## src/rtl/hazard_control_unit.sv

```systemverilog
// ID-stage hazard sequencer: EX/MEM/WB destination scoreboard, issue/stall/flush, EX operand forward selects.
// Define HCU_FORWARDING_EN for the forwarding build; the default build stalls until the producer reaches WB.
module hazard_control_unit #(
  parameter int CNT_W = 16
) (
  input  logic             clk,
  input  logic             reset,
  input  logic             id_valid,
  input  logic [6:0]       id_opcode,
  input  logic [4:0]       id_rs1,
  input  logic [4:0]       id_rs2,
  input  logic [4:0]       id_rd,
  input  logic             ex_branch_taken,
  output logic             stall,
  output logic             flush_if,
  output logic             issue,
  output logic [1:0]       fwd_a,
  output logic [1:0]       fwd_b,
  output logic [CNT_W-1:0] stall_count
);

  localparam logic [6:0] OP_R      = 7'b0000000;
  localparam logic [6:0] OP_LOAD   = 7'b0100011;
  localparam logic [6:0] OP_STORE  = 7'b0101011;
  localparam logic [6:0] OP_BRANCH = 7'b0000100;

  typedef struct packed {
    logic       valid;
    logic [4:0] rd;
    logic       writes;
    logic       is_load;
  } slot_t;

  slot_t sb_ex, sb_mem, sb_wb, id_slot;
  logic  use1, use2;
  logic  ex_a, ex_b, mem_a, mem_b;
  logic  hazard;

  function automatic logic slot_match(input slot_t s, input logic [4:0] src);
    return s.valid & s.writes & (s.rd == src);
  endfunction

  always_comb begin
    use1            = 1'b0;
    use2            = 1'b0;
    id_slot         = '0;
    id_slot.valid   = 1'b1;
    id_slot.rd      = id_rd;
    case (id_opcode)
      OP_R: begin
        use1           = 1'b1;
        use2           = 1'b1;
        id_slot.writes = 1'b1;
      end
      OP_LOAD: begin
        use1            = 1'b1;
        id_slot.writes  = 1'b1;
        id_slot.is_load = 1'b1;
      end
      OP_STORE, OP_BRANCH: begin
        use1 = 1'b1;
        use2 = 1'b1;
      end
      default: ;
    endcase
    // x0 is hardwired: never a real source or destination
    if (id_rd == 5'd0) id_slot.writes = 1'b0;
    if (id_rs1 == 5'd0) use1 = 1'b0;
    if (id_rs2 == 5'd0) use2 = 1'b0;
  end

  assign ex_a  = use1 & slot_match(sb_ex, id_rs1);
  assign ex_b  = use2 & slot_match(sb_ex, id_rs2);
  assign mem_a = use1 & slot_match(sb_mem, id_rs1);
  assign mem_b = use2 & slot_match(sb_mem, id_rs2);

`ifdef HCU_FORWARDING_EN
  assign hazard = id_valid & sb_ex.is_load & (ex_a | ex_b);
`else
  assign hazard = id_valid & (ex_a | ex_b | mem_a | mem_b);
`endif

  always_comb begin
    flush_if = ex_branch_taken;
    stall    = ~ex_branch_taken & hazard;
    issue    = ~ex_branch_taken & ~hazard & id_valid;
  end

  always_ff @(posedge clk) begin
    if (reset) begin
      sb_ex       <= '0;
      sb_mem      <= '0;
      sb_wb       <= '0;
      stall_count <= '0;
    end else begin
      sb_wb  <= sb_mem;
      sb_mem <= sb_ex;
      sb_ex  <= issue ? id_slot : '0;
      if (stall && (stall_count != {CNT_W{1'b1}}))
        stall_count <= stall_count + CNT_W'(1);
    end
  end

`ifdef HCU_FORWARDING_EN
  logic [1:0] sel_a, sel_b;

  assign sel_a = ex_a ? 2'b01 : (mem_a ? 2'b10 : 2'b00);
  assign sel_b = ex_b ? 2'b01 : (mem_b ? 2'b10 : 2'b00);

  always_ff @(posedge clk) begin
    if (reset || !issue) begin
      fwd_a <= 2'b00;
      fwd_b <= 2'b00;
    end else begin
      fwd_a <= sel_a;
      fwd_b <= sel_b;
    end
  end
`else
  assign fwd_a = 2'b00;
  assign fwd_b = 2'b00;
`endif

  // WB slot only tracks retirement; the regfile is write-before-read so it never gates issue
  logic unused_sb;
  assign unused_sb = ^{sb_wb, sb_mem.is_load, sb_ex.is_load};

endmodule

```

## config.mk

```make
export PLATFORM = sky130hd
export DESIGN_NAME = hazard_control_unit
export DESIGN_NICKNAME = d
export VERILOG_FILES = /design/src/rtl/hazard_control_unit.sv
export SDC_FILE = /design/constraint.sdc
export NUM_CORES = 1
export LEC_CHECK = 0
export BUFFER_PORTS_ARGS = -buffer_cell sky130_fd_sc_hd__buf_2
export CAP_MARGIN = 10
export CORE_UTILIZATION = 53
export CTS_BUF_LIST = sky130_fd_sc_hd__clkbuf_4
export DETAILED_ROUTE_END_ITERATION = 16
export GPL_TIMING_DRIVEN = 0
export PLACE_DENSITY = 0.88
export SETUP_SLACK_MARGIN = 0.05
export SLEW_MARGIN = 15
export SYNTH_ARGS = -nofsm -noshare
export SYNTH_HDL_FRONTEND = slang
export SYNTH_SLANG_ARGS = --single-unit
```

## constraint.sdc

```tcl
create_clock -name clk -period 3.1 [get_ports clk]
set_input_delay 0.775 -clock clk [delete_from_list [all_inputs] [get_ports clk]]
set_output_delay 0.775 -clock clk [all_outputs]
set_load 0.005 [all_outputs]
```

==> flow_summary_export.csv <==
group,metric,value,unit
timing,setup_tns,0,ns
logic_synthesis,synth-seq-cells,30,
setup_path,slowest_stage,"or4_1",
place,place.gp.congestion,0.886,
logic_synthesis,yosysSeqAreaShare,36.4,%
route,dr.pass1.iters,10,
cells_and_area,final_common_cell,"buf_2",
setup_path,critical_path_peak_fanout,4,
setup_path,ff2ff_path_depth,9,
die,start_util,57.8,%
setup_path,worstPathArrival,2.18,ns
die,coreArea,0.00285,mm^2
route,drt_drc_violations_left,3,
setup_path,path_cells,"buf_2 -> or4_1 -> nor2_1 -> a21oi_1 -> a22oi_2 -> buf_6 -> nor2_1 -> buf_2",
global_routing,grt_max_degree,12,
timing,setup_viol,0,
route,met2_length,2.02,mm
power,intPower,596,uW
power,seq_power_share,49.3,%
route,wl_met3,240,um
timing,setup_slack,0.141,ns
global_routing,antenna_found_initial,0,
clocking,clockRootBuffer,"clkbuf_4",
place,hpwl,3.00,mm
clocking,cts.sinks,30,
outcome,status,"complete, but fails checks",
global_routing,grt_pass1_vias,1414,
logic_synthesis,ys_async_sr_fraction,0,%
route,highest_layer,"met4",
global_routing,grt_pass1_wl,6.44,mm
min_path,hold_path_depth,2,
timing,drv_slew,0,
cells_and_area,multi_input_area,968,um^2
logic_synthesis,netlist_instances,183,
setup_path,cp.required,2.32,ns
job,cap_violations,0,
power,p_total,797,uW
cells_and_area,seqCellArea,601,um^2
place,io_buffers,44,
die,rows,19,
cells_and_area,layout.nets,267,
global_routing,grt-ovfl-total,0,
timing,hold_viol_final,0,
power,powerDensity,394,mW/mm^2
clocking,cts_max_level,2,
cells_and_area,syn_to_final_growth,22.9,%
logic_synthesis,synth_warnings,0,
logic_synthesis,synth_area,0.00165,mm^2
clocking,cts_buffer_depth,2,
clocking,cts_made_buffers,5,
route,routed-via-count,1594,
power,clkPwrFrac,40.8,%
logic_synthesis,syn_area_per_cell,9.00,um^2
route,wl_per_cell,15.4,um
timing,tightest_slew,0.530,ns
power,vdd_drop_max,256,uV
timing,grt_setup_unrepaired,"yes",
power,p_leak,0.000791,uW
route,antenna_left,0,
route,wl_met1,1.84,mm
setup_path,crit_type,"in2out",
setup_path,start_kind,"input port",
timing,period_share,95.4,%
power,power.switching,201,uW
route,viasPerCell,5.86,
die,fp.dieArea,0.00334,mm^2
logic_synthesis,synth-edff-count,0,
clocking,postCtsHoldBufs,0,
cells_and_area,nFillCells,240,
clocking,clkLatencyLatePin,0.36,ns
timing,slew_headroom,64.7,%
timing,period_needed,2.96,ns
timing,skew,0.00952,ns
power,p_sw_share,25.3,%
min_path,hold_path.class,"reg2reg",
clocking,cts_tree,"done",
power,power_frac_comb,9.9,%
logic_synthesis,synth.distinct_cells,36,
setup_path,critPathCaptureType,"output pin",
place,dp_slack,-0.217,ns
cells_and_area,layout_common_cells,"45 x buf_2, 30 x dfxtp_1, 20 x xnor2_1",
global_routing,grtUsageTotal,26.2,%
cells_and_area,antenna_cells,0,
timing,max_clock_freq,338,MHz
cells_and_area,final_layout_size_suffix_gt1_share,31.5,%
outcome,violations,"design-rule violations",
route,drt_iter0_markers,54,
die,io_pins,49,
die,die_height,57.8,um
clocking,clkTransAtPathRegs,0.10,ns
die,die_x,57.8,um
logic_synthesis,synth_ff_type,"dfxtp_1",
setup_path,max_stage_delay,0.51,ns
route,drt_wl_total,4.20,mm
[per-stage QoR]
stage	hold slack, ns	util (%)	std cells	area [um^2]
2_1_floorplan	0.459	-	186	1660
3_3_place_gp	0.474	67.2	261	1920
3_5_place_dp	0.487	67.2	261	1920
4_1_cts	0.506	70.4	270	2010
5_1_grt	0.525	71.0	272	2020
6_report	0.508	71.0	272	2020
[cells in the mapped netlist (2+ instances only)]
| library cell | count | area [um^2] |
|---|---|---|
| a21oi_1 | 13 | 65.1 |
| or4_1 | 11 | 82.6 |
| and2_1 | 5 | 31.3 |
| dfxtp_1 | 30 | 601 |
| and3_4 | 2 | 22.5 |
| nor2b_1 | 12 | 75.1 |
| nor2_1 | 10 | 37.5 |
| and3_1 | 2 | 12.5 |
| o21ai_0 | 2 | 10.0 |
| xnor2_1 | 20 | 175 |
| nor4_1 | 2 | 12.5 |
| and4_1 | 2 | 17.5 |
| o22ai_1 | 3 | 18.8 |
| nand3_1 | 13 | 65.1 |
| buf_6 | 2 | 22.5 |
| o31ai_1 | 9 | 67.6 |
| or3_1 | 2 | 12.5 |
| clkbuf_1 | 3 | 11.3 |
| nand4_1 | 8 | 50.1 |
| buf_4 | 6 | 45.0 |
| mux2_2 | 5 | 56.3 |
| nor3_1 | 2 | 10.0 |
| nand2_1 | 6 | 22.5 |
[power by group through the flow]
stage | combinational, uW | sequential (uW) | clock [uW]
floorplan | 42.9 | 400 | 0
global placement | 73.8 | 401 | 0
detailed placement | 77.2 | 402 | 0
CTS | 77.9 | 393 | 322
global route | 84.8 | 393 | 336
finish | 78.9 | 393 | 325
[cells by family after synthesis]
logic type               synth area share [%]
adder cells (fa/ha/maj)                 0.759
AO/OA/AOI/OAI                            13.1
other                                   0.228
AND/OR/NAND/NOR                          29.8
flip-flops                               36.4
buffers and inverters                    5.54
XOR/XNOR                                 10.6
multiplexers                             3.42
[timing repair]
action	in CTS	in global routing
pin swaps	2	1
resized for setup	0	1
buffers inserted	2	2
setup endpoints to repair	1	2
gates cloned	0	0
[sequential cells by signal, indices dropped and copies added, names as in the netlist]
register and flops:
stall_count 16, sb_ex 7, sb_mem 7
[layout make-up]
type | instances | share of cell area, %
multi-input combinational | 142 | 47.8
sequential | 30 | 29.7
tap | 31 | 1.92
clock buffer | 5 | 1.85
clock inverter | 3 | 2.22
buffer | 12 | 3.96
timing repair buffer | 48 | 12.4
inverter | 1 | 0.185
[worst paths after layout]
path / from / slack, ns / end
worst min-delay path: stall_count[14] / 0.51 / stall_count[14]
worst max register to register: sb_mem[4] / 0.74 / stall_count[6]
worst min register to register: stall_count[14] / 0.51 / stall_count[14]
worst max-delay path: id_rs2[1] / 0.14 / stall
[metal layers]
| metal | vias up | GRT usage, % |
|---|---|---|
| met2 | 50 | 42.5 |
| met1 | 757 | 32.0 |
| met4 | 0 | 14.3 |
| li1 | 775 | - |
| met5 | - | 0 |
| met3 | 12 | 6.70 |
[critical path, delay by kind of cell]
kind | cells | cell delay, ns
buffers and inverters | 3 | 0.39
AO/OA/AOI/OAI | 2 | 0.31
AND/OR/NAND/NOR | 3 | 0.68
Power figures use the tool's default switching activity.
